## config.mk

```make
export PLATFORM = sky130hd
export DESIGN_NAME = multicycle_ctrl_fsm
export DESIGN_NICKNAME = d
export VERILOG_FILES = /design/src/rtl/multicycle_ctrl_fsm.sv
export SDC_FILE = /design/constraint.sdc
export NUM_CORES = 1
export LEC_CHECK = 0
export BUFFER_PORTS_ARGS = -buffer_cell sky130_fd_sc_hd__buf_2
export CAP_MARGIN = 20
export CORE_MARGIN = 2
export CORE_UTILIZATION = 45
export CTS_CLUSTER_DIAMETER = 30
export CTS_CLUSTER_SIZE = 12
export DETAILED_ROUTE_END_ITERATION = 7
export MAX_ROUTING_LAYER = met4
export PLACE_DENSITY = 0.74
export SLEW_MARGIN = 20
export SYNTH_ARGS = -nofsm -noshare
export SYNTH_HDL_FRONTEND = slang
export SYNTH_SLANG_ARGS = --single-unit
```

## constraint.sdc

```tcl
create_clock -name clk -period 2.6 [get_ports clk]
set_clock_uncertainty 0.15 [all_clocks]
set_input_delay 0.52 -clock clk [delete_from_list [all_inputs] [get_ports clk]]
set_output_delay 0.52 -clock clk [all_outputs]
set_load 0.005 [all_outputs]
```

## src/rtl/multicycle_ctrl_fsm.sv

```systemverilog
// Control FSM for the multicycle RV32I-subset core with a memory-ready watchdog
// and sticky halt flags. Optional retired-instruction counter: define RETIRE_CNT_EN.
module multicycle_ctrl_fsm #(
  parameter int MEM_TIMEOUT = 15,
  parameter int TO_W        = 8
) (
  input  logic       clk,
  input  logic       rst_n,
  input  logic [6:0] op,
  input  logic [2:0] funct3,
  input  logic       funct7b5,
  input  logic       zero,
  input  logic       mem_ready,
  output logic       pc_write,
  output logic       adr_src,
  output logic       mem_write,
  output logic       ir_write,
  output logic [1:0] result_src,
  output logic [1:0] alu_src_a,
  output logic [1:0] alu_src_b,
  output logic [2:0] alu_control,
  output logic [1:0] imm_src,
  output logic       reg_write,
  output logic [3:0] state,
  output logic       illegal,
  output logic       bus_err
`ifdef RETIRE_CNT_EN
  ,output logic [31:0] retired
`endif
);

  typedef enum logic [3:0] {
    S_FETCH    = 4'd0,
    S_DECODE   = 4'd1,
    S_MEMADR   = 4'd2,
    S_MEMREAD  = 4'd3,
    S_MEMWB    = 4'd4,
    S_MEMWRITE = 4'd5,
    S_EXECUTER = 4'd6,
    S_ALUWB    = 4'd7,
    S_EXECUTEI = 4'd8,
    S_JAL      = 4'd9,
    S_BEQ      = 4'd10,
    S_HALT     = 4'd15
  } state_t;

  localparam logic [6:0] OP_LW  = 7'b0000011;
  localparam logic [6:0] OP_SW  = 7'b0100011;
  localparam logic [6:0] OP_R   = 7'b0110011;
  localparam logic [6:0] OP_I   = 7'b0010011;
  localparam logic [6:0] OP_BEQ = 7'b1100011;
  localparam logic [6:0] OP_JAL = 7'b1101111;

  localparam logic [2:0] ALU_ADD = 3'b000;
  localparam logic [2:0] ALU_SUB = 3'b001;
  localparam logic [2:0] ALU_AND = 3'b010;
  localparam logic [2:0] ALU_OR  = 3'b011;
  localparam logic [2:0] ALU_SLT = 3'b101;

  localparam logic [TO_W-1:0] TIMEOUT = TO_W'(MEM_TIMEOUT);

  state_t          state_q, state_d;
  logic [TO_W-1:0] wait_cnt;
  logic            illegal_q, bus_err_q;
  logic            set_illegal, set_bus_err;
  logic            pc_update, branch;
  logic            ir_write_raw, mem_write_raw, reg_write_raw;
  logic [1:0]      alu_op;
  logic            funct3_ok;
  logic            mem_state;
  logic            timeout;

  assign funct3_ok = (funct3 == 3'b000) || (funct3 == 3'b010) ||
                     (funct3 == 3'b110) || (funct3 == 3'b111);
  assign mem_state = (state_q == S_FETCH) || (state_q == S_MEMREAD) ||
                     (state_q == S_MEMWRITE);
  // A ready in the same cycle as the limit wins: timeout requires mem_ready=0.
  assign timeout   = mem_state && !mem_ready && (wait_cnt == TIMEOUT);

  always_ff @(posedge clk or negedge rst_n) begin
    if (!rst_n) begin
      state_q   <= S_FETCH;
      wait_cnt  <= '0;
      illegal_q <= 1'b0;
      bus_err_q <= 1'b0;
    end else begin
      state_q <= state_d;
      if (set_illegal) illegal_q <= 1'b1;
      if (set_bus_err) bus_err_q <= 1'b1;
      // Staying in a memory state means a wait cycle; any move restarts the count.
      if (mem_state && (state_d == state_q)) wait_cnt <= wait_cnt + TO_W'(1);
      else                                   wait_cnt <= '0;
    end
  end

  always_comb begin
    state_d       = state_q;
    set_illegal   = 1'b0;
    set_bus_err   = 1'b0;
    pc_update     = 1'b0;
    branch        = 1'b0;
    ir_write_raw  = 1'b0;
    mem_write_raw = 1'b0;
    reg_write_raw = 1'b0;
    adr_src       = 1'b0;
    result_src    = 2'b00;
    alu_src_a     = 2'b00;
    alu_src_b     = 2'b00;
    alu_op        = 2'b00;
    case (state_q)
      S_FETCH: begin
        alu_src_b  = 2'b10;
        result_src = 2'b10;
        if (mem_ready) begin
          ir_write_raw = 1'b1;
          pc_update    = 1'b1;
          state_d      = S_DECODE;
        end
      end
      S_DECODE: begin
        alu_src_a = 2'b01;
        alu_src_b = 2'b01;
        case (op)
          OP_LW, OP_SW: state_d = S_MEMADR;
          OP_R:         state_d = funct3_ok ? S_EXECUTER : S_HALT;
          OP_I:         state_d = funct3_ok ? S_EXECUTEI : S_HALT;
          OP_JAL:       state_d = S_JAL;
          OP_BEQ:       state_d = (funct3 == 3'b000) ? S_BEQ : S_HALT;
          default:      state_d = S_HALT;
        endcase
        set_illegal = (state_d == S_HALT);
      end
      S_MEMADR: begin
        alu_src_a = 2'b10;
        alu_src_b = 2'b01;
        state_d   = (op == OP_SW) ? S_MEMWRITE : S_MEMREAD;
      end
      S_MEMREAD: begin
        adr_src = 1'b1;
        if (mem_ready) state_d = S_MEMWB;
      end
      S_MEMWB: begin
        result_src    = 2'b01;
        reg_write_raw = 1'b1;
        state_d       = S_FETCH;
      end
      S_MEMWRITE: begin
        adr_src       = 1'b1;
        mem_write_raw = 1'b1;
        if (mem_ready) state_d = S_FETCH;
      end
      S_EXECUTER: begin
        alu_src_a = 2'b10;
        alu_op    = 2'b10;
        state_d   = S_ALUWB;
      end
      S_EXECUTEI: begin
        alu_src_a = 2'b10;
        alu_src_b = 2'b01;
        alu_op    = 2'b10;
        state_d   = S_ALUWB;
      end
      S_ALUWB: begin
        reg_write_raw = 1'b1;
        state_d       = S_FETCH;
      end
      S_JAL: begin
        alu_src_a = 2'b01;
        alu_src_b = 2'b10;
        pc_update = 1'b1;
        state_d   = S_ALUWB;
      end
      S_BEQ: begin
        alu_src_a = 2'b10;
        alu_op    = 2'b01;
        branch    = 1'b1;
        state_d   = S_FETCH;
      end
      S_HALT:  state_d = S_HALT;
      default: state_d = S_HALT;
    endcase
    if (timeout) begin
      state_d     = S_HALT;
      set_bus_err = 1'b1;
    end
  end

  always_comb begin
    alu_control = ALU_ADD;
    case (alu_op)
      2'b01: alu_control = ALU_SUB;
      2'b10: begin
        case (funct3)
          3'b000:  alu_control = (op[5] & funct7b5) ? ALU_SUB : ALU_ADD;
          3'b010:  alu_control = ALU_SLT;
          3'b110:  alu_control = ALU_OR;
          3'b111:  alu_control = ALU_AND;
          default: alu_control = ALU_ADD;
        endcase
      end
      default: alu_control = ALU_ADD;
    endcase
  end

  always_comb begin
    imm_src = 2'b00;
    case (op)
      OP_SW:   imm_src = 2'b01;
      OP_BEQ:  imm_src = 2'b10;
      OP_JAL:  imm_src = 2'b11;
      default: imm_src = 2'b00;
    endcase
  end

  // rst_n gates the strobes so an in-flight access is dropped the instant reset asserts.
  assign pc_write  = rst_n & (pc_update | (branch & zero));
  assign ir_write  = rst_n & ir_write_raw;
  assign mem_write = rst_n & mem_write_raw;
  assign reg_write = rst_n & reg_write_raw;
  assign state     = state_q;
  assign illegal   = illegal_q;
  assign bus_err   = bus_err_q;

`ifdef RETIRE_CNT_EN
  logic [31:0] retired_q;
  logic        retire_evt;

  assign retire_evt = (state_d == S_FETCH) &&
                      ((state_q == S_MEMWB) || (state_q == S_MEMWRITE) ||
                       (state_q == S_ALUWB) || (state_q == S_BEQ));

  always_ff @(posedge clk or negedge rst_n) begin
    if (!rst_n)          retired_q <= '0;
    else if (retire_evt) retired_q <= retired_q + 32'd1;
  end

  assign retired = retired_q;
`endif

endmodule
```

# Word level (Yosys, flattened, before mapping)
# Cells that the tools add are included.
[classes]
addsub = 1
eq_ne = 24
mux = 29
n_bitwise = 7
n_reduce_logical = 21
[op_table]
columns = ["operator", "n"]
rows = [
  ["4-bit case mux with 7 select lines", 1],
  ["4-bit 2-to-1 mux", 6],
  ["4-bit case mux with 5 select lines", 1],
  ["4-bit by 3-bit == test with 1-bit output (second input constant)", 4],
  ["4-bit == test (second input constant)", 4],
  ["2-bit case mux with 2 select lines", 4],
  ["7-bit by 6-bit == test with 1-bit output (second input constant)", 2],
  ["7-bit == test (second input constant)", 2],
  ["3-bit case mux with 4 select lines", 1],
  ["2-bit OR reduction", 6],
  ["1-bit 2-to-1 mux", 9],
  ["3-bit 2-to-1 mux", 3],
  ["3-bit OR reduction", 3],
  ["8-bit by 1-bit adder with 8-bit output (second input constant)", 1],
  ["4-bit by 2-bit == test with 1-bit output (second input constant)", 2],
  ["8-bit by 4-bit == test with 1-bit output (second input constant)", 1],
  ["8-bit 2-to-1 mux", 1],
  ["7-bit by 2-bit == test with 1-bit output (second input constant)", 1],
  ["7-bit by 5-bit == test with 1-bit output (second input constant)", 1],
  ["1-bit bitwise AND", 6],
  ["3-bit == test (second input constant)", 2],
  ["2-bit case mux with 3 select lines", 1],
  ["3-bit case mux with 2 select lines", 1],
  ["1-bit logical OR", 5],
  ["12 further kinds", 14],
]
[word_totals]
ff_bits = 14
out_inout_bits = 22

# Depth between registers and ports, before layout
# Gate-level depths: netlist of the first run.
[logic_depth]
word_depth = 12
mapped_depth = 9
ltp_nobuf = 7

# Worst setup path before layout of the first run
# No wires, ideal clock.
[synth_timing]
kind = "reg2out"
start = "reg state_q[0], in the netlist state[0]"
end = "out alu_control[1]"
arrival_ns = 1.731
required_time_ns = 1.930
slack_ns = 0.199
path_stages_with_launch = 7
cell_sequence = "dfrtp_1 > clkbuf_8 > clkbuf_1 > buf_1 > a21oi_1 > ha_1 > and4b_1"
[synth_between]
elab_chain_cells = 5
elab_cells_between_ends = 8
[synth_lines]
columns = ["element", "line", "text"]
rows = [
  ["start, declared", "62", "state_t state_q, state_d;"],
  ["start signal, assigned", "87", "state_q <= state_d;"],
  ["4-bit == test or 4-bit by 3-bit == test with 1-bit output (tied branches)", "110", "case (state_q)"],
  ["2-bit OR reduction (no source line)", "--", ""],
  ["2-bit case mux with 2 select lines (*)", "110", ""],
  ["2-bit == test or 2-bit by 1-bit == test with 1-bit output (tied branches)", "190", "case (alu_op)"],
  ["3-bit case mux with 2 select lines (*)", "190", ""],
  ["end, declared", "21", "output logic [2:0] alu_control,"],
]
# Every way passes the cells marked *; elsewhere a longest branch is shown, timed or not.

# Worst setup path in the final report of the first run
[layout_timing]
start = "reg state_q[2], in the netlist state[2]"
end = "out alu_control[1]"
# The elaborated chain is that of the path after synthesis.

==> results of run 1 <==
-- through the flow --
step / worst slack, ps / cells / utilization
6_report: 97.08 / 276 / 0.5890
5_1_grt: -3.483 / 276 / 0.5890
4_1_cts: 1.008 / 272 / 0.5687
3_5_place_dp: 77.09 / 268 / 0.5553
3_3_place_gp: 129.3 / 268 / 0.5553
2_1_floorplan: 198.9 / 187 / -
-- cell usage in the layout, fill, tap and decap left out, types with 2 or more instances in the layout --
master,n
sky130_fd_sc_hd__nand3_1,3
sky130_fd_sc_hd__dfrtp_1,11
sky130_fd_sc_hd__nor3b_1,3
sky130_fd_sc_hd__nor2b_2,2
sky130_fd_sc_hd__buf_2,36
sky130_fd_sc_hd__or2_2,4
sky130_fd_sc_hd__and4b_1,2
sky130_fd_sc_hd__dfrtp_2,3
sky130_fd_sc_hd__nor2b_1,4
sky130_fd_sc_hd__o21ai_0,9
sky130_fd_sc_hd__a21o_1,2
sky130_fd_sc_hd__nor2_1,17
sky130_fd_sc_hd__clkbuf_4,3
sky130_fd_sc_hd__nor4_1,2
sky130_fd_sc_hd__a211oi_1,2
sky130_fd_sc_hd__xor2_1,7
sky130_fd_sc_hd__a21oi_2,2
sky130_fd_sc_hd__nand2_1,17
sky130_fd_sc_hd__nor3_1,6
sky130_fd_sc_hd__ha_1,3
sky130_fd_sc_hd__nand2b_1,2
sky130_fd_sc_hd__a31oi_1,2
sky130_fd_sc_hd__xnor2_1,3
sky130_fd_sc_hd__inv_1,8
sky130_fd_sc_hd__mux2i_1,8
sky130_fd_sc_hd__nand4_1,16
sky130_fd_sc_hd__nand3b_1,5
sky130_fd_sc_hd__buf_4,17
sky130_fd_sc_hd__a21oi_1,8
-- registers in the layout (all words and copies together) (netlist names) --
name,flops
wait_cnt,8
illegal,1
state,4
bus_err,1
-- final timing paths --
| kind | slack, ps | endpoint | start | depth (start not counted) |
|---|---|---|---|---|
| max | 100 | alu_control[1] | state[2]$_DFF_PN0_ | 6 |
| min | 80 | wait_cnt[4]$_DFF_PN0_ | rst_n | 2 |
| max reg2reg | 350 | wait_cnt[4]$_DFF_PN0_ | wait_cnt[4]$_DFF_PN0_ | 5 |
| min reg2reg | 320 | bus_err$_DFFE_PN0P_ | bus_err$_DFFE_PN0P_ | 1 |
| max in group asynchronous | 2040 | state[1]$_DFF_PN0_ | rst_n | 2 |
| min in group clk | 320 | bus_err$_DFFE_PN0P_ | bus_err$_DFFE_PN0P_ | 1 |
-- power by group --
| group | internal (uW) | total (uW) | switching (uW) |
|---|---|---|---|
| clock network | 85.3 | 156 | 70.9 |
| logic | 19.6 | 49.5 | 29.9 |
| registers | 219 | 220 | 0.625 |
-- routing by layer --
metal  GRT usage  up-vias  wire, um
met5           -        -         0
met3     0.03198        2       190
met1      0.2680      713      1615
li1            -      770         -
met4    0.009317        0        13
met2      0.3041       52      1602
-- cell families (layout without fill, tap and decap cells) --
| family | Yosys count | count (layout) | synth area share |
|---|---|---|---|
| AND/OR/NAND/NOR | 98 | 98 | 0.3974 |
| AO/OA/AOI/OAI | 32 | 32 | 0.1373 |
| buffers and inverters | 22 | 67 | 0.08412 |
| flip-flops | 14 | 14 | 0.2403 |
| XOR/XNOR | 10 | 10 | 0.06009 |
| multiplexers | 8 | 8 | 0.05494 |
| adder cells (fa/ha/maj) | 3 | 3 | 0.02575 |
-- final cells by class --
cell class,count,area [um^2]
tap,44,55.05
timing repair buffer,54,327.8
clock buffer,4,36.28
multi-input combinational,151,1006
sequential,14,354.1
inverter,9,33.78
fill,299,1265
-- timing repair --
item	4_1_cts	5_1_grt
endpoints found under the setup margin	3	4
resized for setup	3	6
hold buffers	0	0
setup buffers	0	4
pin swaps	0	1
==> Implementation_results.wiki, run 1 <==
{| class="wikitable"
! Metric !! Value
|-
| Result of the run || finished, final reports clean
|-
| Antenna violations before repair || 0
|-
| Largest net degree at the start of global routing || 17
|-
| CTS tree || yes
|-
| Area grow syn2layout || 24.38%
|-
| Full die area || 3711 um^2
|-
| Remaining global-route overflow || 0
|-
| DRC violations left || 0
|-
| Dominant register cell in the synthesized netlist || sky130_fd_sc_hd__dfrtp_1
|-
| Reported max-cap violation count || 0
|-
| Critical Path Source Type || register
|-
| Cell types with the highest counts after synthesis || sky130_fd_sc_hd__nor2_1 (18), sky130_fd_sc_hd__nand2_1 (17), sky130_fd_sc_hd__nand4_1 (16)
|-
| Area contributors post-synth || sky130_fd_sc_hd__dfrtp_1 (24%), sky130_fd_sc_hd__nand4_1 (6.9%), sky130_fd_sc_hd__mux2i_1 (5.5%)
|-
| Worst endpoint required time || 1930 ps
|-
| Critical path arrival || 1830 ps
|-
| Count of mapped cells out of synthesis || 187
|-
| Clock latency on the worst-skew pair || 280 ps
|-
| Shortest clock period the worst path allows after layout || 2503 ps
|-
| Worst setup EP type || output pin
|-
| Crit-path max cell delay || 440 ps
|-
| Die Ht || 60.92 um
|-
| Worst-path maximum fanout || 6
|-
| Buffer cell driving the clock tree root || sky130_fd_sc_hd__clkbuf_4
|-
| Total number of H-tree levels || 1
|-
| Post-route antenna net violation count || 0
|-
| Final net count || 251
|-
| Kind of path behind the tightest hold check || primary input to asynchronous set/reset pin
|-
| Peak supply drop || 0.1574 mV
|-
| Buffers and inverters on the worst path || 2
|-
| Post-Route WL || 3421 um
|-
| Area after DPL || 1709 um^2
|-
| Areal power density over the cells || 234.6 nW/um^2
|-
| Number of iterations in the first detailed-routing pass || 4
|-
| Library cell with the largest summed area after synthesis || sky130_fd_sc_hd__dfrtp_1
|-
| Relative slew margins || 0.6519
|-
| Clock slew at reported path FFs || 80 ps
|-
| Share of synthesized area occupied by flip-flops and latches || 0.2403
|-
| Site Rows || 20
|-
| Clock Path Buffers || 2
|-
| Initial DRC Count || 146
|-
| Sum of negative setup slack || 0 ps
|-
| Critical Path, Cell by Cell || buf_4, nand3b_1, a21oi_2, ha_1, and4b_1, buf_2
|-
| Synthesized area divided by synthesized cell count || 7.795 um^2
|-
| Mapped Nets || 205
|-
| Via count || 1,537
|-
| Measured slew at the worst slew-check pin || 522.1 ps
|-
| Effective utilization at floorplan || 0.4736
|-
| Number of distinct library cell variants in the gate-level netlist after synthesis || 50
|-
| Post-detailed-placement half-perimeter wirelength || 2582 um
|-
| Area of the placeable core || 3078 um^2
|-
| Final Instance Area || 1813 um^2
|-
| Number of synthesized register bits || 14
|-
| Number of hold violations in the final report || 0
|-
| Die X || 60.92 um
|-
| Ratio of cells with drive above 1 in the final layout || 0.3319
|-
| Top-area cell type share of the netlist area || 0.2403
|-
| First-pass GRT wire length || 5313 um
|-
| Number of global-route vias before repair || 1,221
|-
| Port Buffers || 36
|-
| Number of enable-type register cells in the synthesized netlist || 0
|-
| Gp weighted congestion || 0.9120
|-
| Total Routing Usage GR || 0.1908
|-
| Most frequent cell after synthesis || sky130_fd_sc_hd__nor2_1
|-
| Final setup fails || 0
|-
| Max frequency || 399.5 MHz
|-
| Critical Path Slowest Stage Cell || sky130_fd_sc_hd__dfrtp_2
|-
| Part of the cycle the worst path needs || 0.9627
|-
| Netlist area before placement || 1458 um^2
|-
| Final Slew Violations || 0
|-
| Share of flip-flops with an asynchronous set or reset || 1.000
|-
| Crit-path leading delay family || flip-flops
|-
| ANT cells || 0
|-
| Cell leakage power || 0.0007455 uW
|-
| Worst hold margin || 77.81 ps
|-
| Ratio of routed vias to standard cells || 5.569
|-
| Total power draw || 425.3 uW
|-
| Number of buffers inserted during clock tree synthesis || 3
|-
| Startpoint-to-endpoint class of the critical path || register to output pin
|-
| Number of warnings printed during yosys synthesis || 0
|-
| CTS sink cnt || 14
|-
| WL/cell || 12.39 um
|-
| Number of ports placed on the die boundary || 37
|}
Power figures use the tool's default switching activity.
==> run 2, diff against run 1 <==
--- a/config.mk
+++ b/config.mk
@@ -8,12 +8,12 @@
 export BUFFER_PORTS_ARGS = -buffer_cell sky130_fd_sc_hd__buf_2
 export CAP_MARGIN = 20
 export CORE_MARGIN = 2
-export CORE_UTILIZATION = 45
+export CORE_UTILIZATION = 40
 export CTS_CLUSTER_DIAMETER = 30
 export CTS_CLUSTER_SIZE = 12
 export DETAILED_ROUTE_END_ITERATION = 7
 export MAX_ROUTING_LAYER = met4
-export PLACE_DENSITY = 0.74
+export PLACE_DENSITY = 0.63
 export SLEW_MARGIN = 20
 export SYNTH_ARGS = -nofsm -noshare
 export SYNTH_HDL_FRONTEND = slang
==> Implementation_results.wiki, run 2 (same netlist as run 1, synthesis figures left out) <==
{| class="wikitable"
! Metric !! Value
|-
| Result of the run || finished, final reports clean (unchanged)
|-
| Clock latency on the worst-skew pair || 280 ps (about the same)
|-
| Number of buffers inserted during clock tree synthesis || 3 (unchanged)
|-
| Critical path arrival || 2530 ps (was 1830 ps)
|-
| Hold-fix buffer count after cts || 0 (unchanged)
|-
| Relative slew margins || 0.4943 (was 0.6519)
|-
| Peak supply drop || 0.1033 mV (was 0.1574 mV)
|-
| Via count || 1,482 (was 1,537)
|-
| Critical Path Slowest Stage Cell || sky130_fd_sc_hd__nor4b_4 (was sky130_fd_sc_hd__dfrtp_2)
|-
| Worst hold margin || 71.07 ps (was 77.81 ps)
|-
| Part of the cycle the worst path needs || 0.9520 (was 0.9627)
|-
| Number of ports placed on the die boundary || 37 (unchanged)
|-
| Number of iterations in the first detailed-routing pass || 4 (unchanged)
|-
| ANT cells || 0 (unchanged)
|-
| Critical Path Source Type || register (unchanged)
|-
| Reported max-cap violation count || 0 (unchanged)
|-
| DRC violations left || 0 (unchanged)
|-
| Top library cells by usage in the layout, fill and taps aside || sky130_fd_sc_hd__buf_2 (36), sky130_fd_sc_hd__nand2_1 (17), sky130_fd_sc_hd__nor2_1 (17) (was sky130_fd_sc_hd__buf_2 (36), sky130_fd_sc_hd__nand2_1 (17), sky130_fd_sc_hd__nor2_1 (17), sky130_fd_sc_hd__buf_4 (17), sky130_fd_sc_hd__nand4_1 (16))
|-
| Effective utilization at floorplan || 0.4267 (was 0.4736)
|-
| Filler instances || 376 (was 299)
|-
| Max frequency || 404.0 MHz (was 399.5 MHz)
|-
| R2R Setup Slk || 120 ps (was 350 ps)
|-
| Full die area || 4143 um^2 (was 3711 um^2)
|-
| Areal power density over the cells || 236.8 nW/um^2 (was 234.6 nW/um^2)
|-
| Post-route setup slack || 124.9 ps (was 97.08 ps)
|-
| Largest reg by FF count || wait_cnt (unchanged)
|-
| Final setup fails || 0 (unchanged)
|-
| Post-place setup slack || 103.2 ps (was 77.09 ps)
|-
| Total number of H-tree levels || 1 (unchanged)
|-
| Worst setup EP type || register (was output pin)
|-
| Number of placed instances, taps included || 268 (unchanged)
|-
| Clock slew at reported path FFs || 80 ps (about the same)
|-
| Worst endpoint required time || 2660 ps (was 1930 ps)
|-
| WL/cell || 12.23 um (was 12.39 um)
|-
| Area grow syn2layout || 22.32% (was 24.38%)
|-
| Total power draw || 422.1 uW (was 425.3 uW)
|-
| Gp weighted congestion || 0.8090 (was 0.9120)
|-
| Post-route antenna net violation count || 0 (unchanged)
|-
| Shortest clock period the worst path allows after layout || 2475 ps (was 2503 ps)
|-
| Total Routing Usage GR || 0.1710 (was 0.1908)
|-
| Ratio of routed vias to standard cells || 5.389 (was 5.569)
|-
| Number of flip-flops in the largest register || 8 (unchanged)
|-
| Cell leakage power || 0.0007327 uW (was 0.0007455 uW)
|-
| First-pass GRT wire length || 5609 um (was 5313 um)
|-
| Measured slew at the worst slew-check pin || 755.3 ps (was 522.1 ps)
|-
| Most frequent standard cell in the layout excluding fill and tap cells || sky130_fd_sc_hd__buf_2 (unchanged)
|-
| Worst-path maximum fanout || 9 (was 6)
|-
| Final Slew Violations || 0 (unchanged)
|-
| Startpoint-to-endpoint class of the critical path || register to register (was register to output pin)
|-
| Number of hold violations in the final report || 0 (unchanged)
|-
| CTS tree || yes (unchanged)
|-
| Post-Route WL || 3363 um (was 3421 um)
|-
| Critical Path, Cell by Cell || buf_12, or3b_2, o311ai_1, o21a_1, nor4b_4, mux2i_1 (was buf_4, nand3b_1, a21oi_2, ha_1, and4b_1, buf_2)
|-
| Initial DRC Count || 64 (was 146)
|-
| CTS sink cnt || 14 (unchanged)
|-
| Final core area utilization || 0.5220 (was 0.5890)
|-
| Crit-path leading delay family || simple AND/OR/NAND/NOR gates (was flip-flops)
|-
| Buffer cell driving the clock tree root || sky130_fd_sc_hd__clkbuf_4 (unchanged)
|-
| Site Rows || 21 (was 20)
|-
| Clock Path Buffers || 2 (unchanged)
|-
| Die X || 64.37 um (was 60.92 um)
|-
| Number of global-route vias before repair || 1,304 (was 1,221)
|-
| Port Buffers || 36 (unchanged)
|-
| Kind of path behind the tightest hold check || primary input to asynchronous set/reset pin (unchanged)
|-
| Ratio of cells with drive above 1 in the final layout || 0.3144 (was 0.3319)
|-
| Buffers and inverters on the worst path || 1 (was 2)
|-
| Remaining global-route overflow || 0 (unchanged)
|-
| Area of the placeable core || 3416 um^2 (was 3078 um^2)
|-
| Post-detailed-placement half-perimeter wirelength || 2632 um (was 2582 um)
|-
| Count of placed standard cells in the final layout, fillers left out || 275 (was 276)
|-
| Antenna violations before repair || 0 (unchanged)
|-
| Crit-path max cell delay || 640 ps (was 440 ps)
|-
| Largest net degree at the start of global routing || 17 (unchanged)
|-
| Die Ht || 64.37 um (was 60.92 um)
|-
| Final net count || 248 (was 251)
|}
run 2: final cells by class:
type	instances	area [um^2]	share of cell area
Multi-Input combinational cell	151	996.0	0.5586
Sequential cell	14	354.1	0.1986
Timing Repair Buffer	51	305.3	0.1712
Tap cell	46	57.56	0.03228
Clock buffer	4	36.28	0.02035
Inverter	9	33.78	0.01895
run 2: metrics by stage:
| step | TNS (ps) | instance area, um^2 |
|---|---|---|
| after global routing | -0.9928 | 1783 |
| after floorplan | 0 | 1458 |
| final | 0 | 1783 |
| after CTS | 0 | 1738 |
| after global placement | 0 | 1697 |
| after detailed placement | 0 | 1697 |
run 2: timing repair:
| action | in CTS | in global routing |
|---|---|---|
| setup buffers | 0 | 3 |
| endpoints found under the setup margin | 3 | 3 |
| gates resized for setup | 3 | 4 |
run 2: layer usage:
layer / track usage / part of all wire
met5: - / 0
met4: 0.02394 / 0.0045
met3: 0.03169 / 0.035
met2: 0.2852 / 0.48
met1: 0.2216 / 0.48
run 2: path summary, 6_finish.rpt:
check	end	depth (start not counted)	start
setup / recovery	wait_cnt[5]$_DFF_PN0_	6	state[2]$_DFF_PN0_
hold / removal	wait_cnt[5]$_DFF_PN0_	2	rst_n
setup reg to reg	wait_cnt[5]$_DFF_PN0_	6	state[2]$_DFF_PN0_
hold reg to reg	illegal$_DFFE_PN0P_	1	illegal$_DFFE_PN0P_
max in group asynchronous	state[3]$_DFF_PN0_	2	rst_n
min in group clk	illegal$_DFFE_PN0P_	1	illegal$_DFFE_PN0P_
run 2: power by group:
group          leakage, uW  internal (uW)  switching, uW
combinational     0.000545           19.6           28.7
sequential        0.000167            219          0.739
clock            0.0000210           85.2           68.9
==> run 3, diff against run 2 <==
--- a/config.mk
+++ b/config.mk
@@ -5,14 +5,13 @@
 export SDC_FILE = /design/constraint.sdc
 export NUM_CORES = 1
 export LEC_CHECK = 0
-export BUFFER_PORTS_ARGS = -buffer_cell sky130_fd_sc_hd__buf_2
+export BUFFER_PORTS_ARGS = -buffer_cell sky130_fd_sc_hd__clkbuf_2
 export CAP_MARGIN = 20
 export CORE_MARGIN = 2
 export CORE_UTILIZATION = 40
 export CTS_CLUSTER_DIAMETER = 30
 export CTS_CLUSTER_SIZE = 12
 export DETAILED_ROUTE_END_ITERATION = 7
-export MAX_ROUTING_LAYER = met4
 export PLACE_DENSITY = 0.63
 export SLEW_MARGIN = 20
 export SYNTH_ARGS = -nofsm -noshare
==> Implementation_results.wiki, run 3 (same netlist as run 1, synthesis figures left out) <==
{| class="wikitable"
! Metric !! Value
|-
| Area after DPL || 1712 um^2 (was 1697 um^2)
|-
| Kind of path behind the tightest hold check || primary input to asynchronous set/reset pin (unchanged)
|-
| Site Rows || 21 (unchanged)
|-
| Gp weighted congestion || 0.7548 (was 0.8090)
|-
| First-pass GRT wire length || 5975 um (was 5609 um)
|-
| WL/cell || 12.26 um (was 12.23 um)
|-
| Via count || 1,502 (was 1,482)
|-
| Number of flip-flops in the largest register || 8 (unchanged)
|-
| Part of the cycle the worst path needs || 0.9797 (was 0.9520)
|-
| Antenna violations before repair || 0 (unchanged)
|-
| Startpoint-to-endpoint class of the critical path || register to output pin (was register to register)
|-
| Relative slew margins || 0.4925 (was 0.4943)
|-
| Number of hold violations in the final report || 0 (unchanged)
|-
| Total number of H-tree levels || 1 (unchanged)
|-
| Port Buffers || 36 (unchanged)
|-
| Cell leakage power || 0.0007486 uW (was 0.0007327 uW)
|-
| Reported max-cap violation count || 0 (unchanged)
|-
| Initial DRC Count || 51 (was 64)
|-
| Area grow syn2layout || 25.58% (was 22.32%)
|-
| Critical Path Source Type || register (unchanged)
|-
| Final setup fails || 0 (unchanged)
|-
| R2R Setup Slk || 170 ps (was 120 ps)
|-
| Full die area || 4143 um^2 (unchanged)
|-
| Area of the placeable core || 3416 um^2 (unchanged)
|-
| CTS tree || yes (unchanged)
|-
| Post-route antenna net violation count || 0 (unchanged)
|-
| ANT cells || 0 (unchanged)
|-
| Worst setup EP type || output pin (was register)
|-
| Final Instance Area || 1831 um^2 (was 1783 um^2)
|-
| Shortest clock period the worst path allows after layout || 2547 ps (was 2475 ps)
|-
| Number of global-route vias before repair || 1,366 (was 1,304)
|-
| Total Routing Usage GR || 0.1731 (was 0.1710)
|-
| Die X || 64.37 um (unchanged)
|-
| Largest net degree at the start of global routing || 17 (unchanged)
|-
| Final Slew Violations || 0 (unchanged)
|-
| Largest reg by FF count || wait_cnt (unchanged)
|-
| CTS sink cnt || 14 (unchanged)
|-
| Number of iterations in the first detailed-routing pass || 4 (unchanged)
|-
| Final net count || 255 (was 248)
|-
| Critical path arrival || 1880 ps (was 2530 ps)
|-
| Total power draw || 415.8 uW (was 422.1 uW)
|-
| Worst endpoint required time || 1930 ps (was 2660 ps)
|-
| Post-detailed-placement half-perimeter wirelength || 2608 um (was 2632 um)
|-
| Clock slew at reported path FFs || 80 ps (about the same)
|-
| Worst hold margin || 82.41 ps (was 71.07 ps)
|-
| DRC violations left || 0 (unchanged)
|-
| Remaining global-route overflow || 0 (unchanged)
|-
| Measured slew at the worst slew-check pin || 758.0 ps (was 755.3 ps)
|-
| Ratio of routed vias to standard cells || 5.326 (was 5.389)
|-
| Post-place setup slack || 110.7 ps (was 103.2 ps)
|-
| Top library cells by usage in the layout, fill and taps aside || sky130_fd_sc_hd__clkbuf_2 (36), sky130_fd_sc_hd__buf_4 (22), sky130_fd_sc_hd__nand2_1 (17), sky130_fd_sc_hd__nor2_1 (17), sky130_fd_sc_hd__nand4_1 (16) (was sky130_fd_sc_hd__buf_2 (36), sky130_fd_sc_hd__nand2_1 (17), sky130_fd_sc_hd__nor2_1 (17))
|-
| Most frequent standard cell in the layout excluding fill and tap cells || sky130_fd_sc_hd__clkbuf_2 (was sky130_fd_sc_hd__buf_2)
|-
| Die Ht || 64.37 um (unchanged)
|-
| Filler instances || 345 (was 376)
|-
| Number of ports placed on the die boundary || 37 (unchanged)
|-
| Buffer cell driving the clock tree root || sky130_fd_sc_hd__clkbuf_4 (unchanged)
|-
| Post-Route WL || 3458 um (was 3363 um)
|-
| Number of buffers inserted during clock tree synthesis || 3 (unchanged)
|-
| Clock latency on the worst-skew pair || 270 ps (was 280 ps)
|-
| Clock Path Buffers || 2 (unchanged)
|-
| Areal power density over the cells || 227.1 nW/um^2 (was 236.8 nW/um^2)
|-
| Worst-path maximum fanout || 11 (was 9)
|-
| Effective utilization at floorplan || 0.4267 (unchanged)
|-
| Peak supply drop || 0.1109 mV (was 0.1033 mV)
|-
| Post-route setup slack || 52.88 ps (was 124.9 ps)
|-
| Result of the run || finished, final reports clean (unchanged)
|-
| Max frequency || 392.6 MHz (was 404.0 MHz)
|-
| Ratio of cells with drive above 1 in the final layout || 0.3432 (was 0.3144)
|}
-- run 3: final timing paths --
path	end	startpoint	cells after the start
setup / recovery	pc_write	state[2]$_DFF_PN0_	6
hold / removal	wait_cnt[1]$_DFF_PN0_	rst_n	2
setup reg to reg	wait_cnt[4]$_DFF_PN0_	state[2]$_DFF_PN0_	7
hold reg to reg	illegal$_DFFE_PN0P_	illegal$_DFFE_PN0P_	1
max in group asynchronous	state[0]$_DFF_PN0_	rst_n	2
min in group clk	illegal$_DFFE_PN0P_	illegal$_DFFE_PN0P_	1
-- run 3: worst max-delay path, stage by stage, from the launching register on --
cell and delay [ps]:
sky130_fd_sc_hd__dfrtp_2 490, sky130_fd_sc_hd__buf_4 160, sky130_fd_sc_hd__buf_4 140, sky130_fd_sc_hd__nor4_2 310, sky130_fd_sc_hd__and3_2 250, sky130_fd_sc_hd__o21bai_1 110, sky130_fd_sc_hd__clkbuf_2 130
-- run 3: per-stage QoR --
step                      setup TNS (ps)    util  cells
after floorplan                        0       -    187
after global placement                 0  0.5011    270
after detailed placement               0  0.5011    270
after CTS                              0  0.5132    274
after global routing              -33.85  0.5359    282
final                                  0  0.5359    282
-- run 3: power breakdown --
| group | internal [uW] | switching (uW) |
|---|---|---|
| Sequential | 219 | 0.814 |
| Clock | 85.1 | 63.2 |
| Combinational | 19.4 | 28.2 |
-- run 3: what timing repair did --
action,4_1_cts,5_1_grt
endpoints found under the setup margin,3,8
buffers inserted,0,8
cloned,0,0
resized for setup,3,5
hold buffers,0,0
hold endpoints to repair,0,0
-- run 3: cell type report --
cell class | instances | area, um^2 | area share
Multi-Input combinational cell | 151 | 1002 | 0.5475
Sequential cell | 14 | 355.3 | 0.1941
Timing Repair Buffer | 58 | 345.3 | 0.1887
Tap cell | 46 | 57.56 | 0.03144
Clock buffer | 4 | 36.28 | 0.01982
Inverter | 9 | 33.78 | 0.01846
-- run 3: per-layer routing --
layer,share of wire,track usage
met2,0.50,0.2891
met1,0.47,0.2443
met5,0,0
met4,0,0.01596
met3,0.034,0.02641
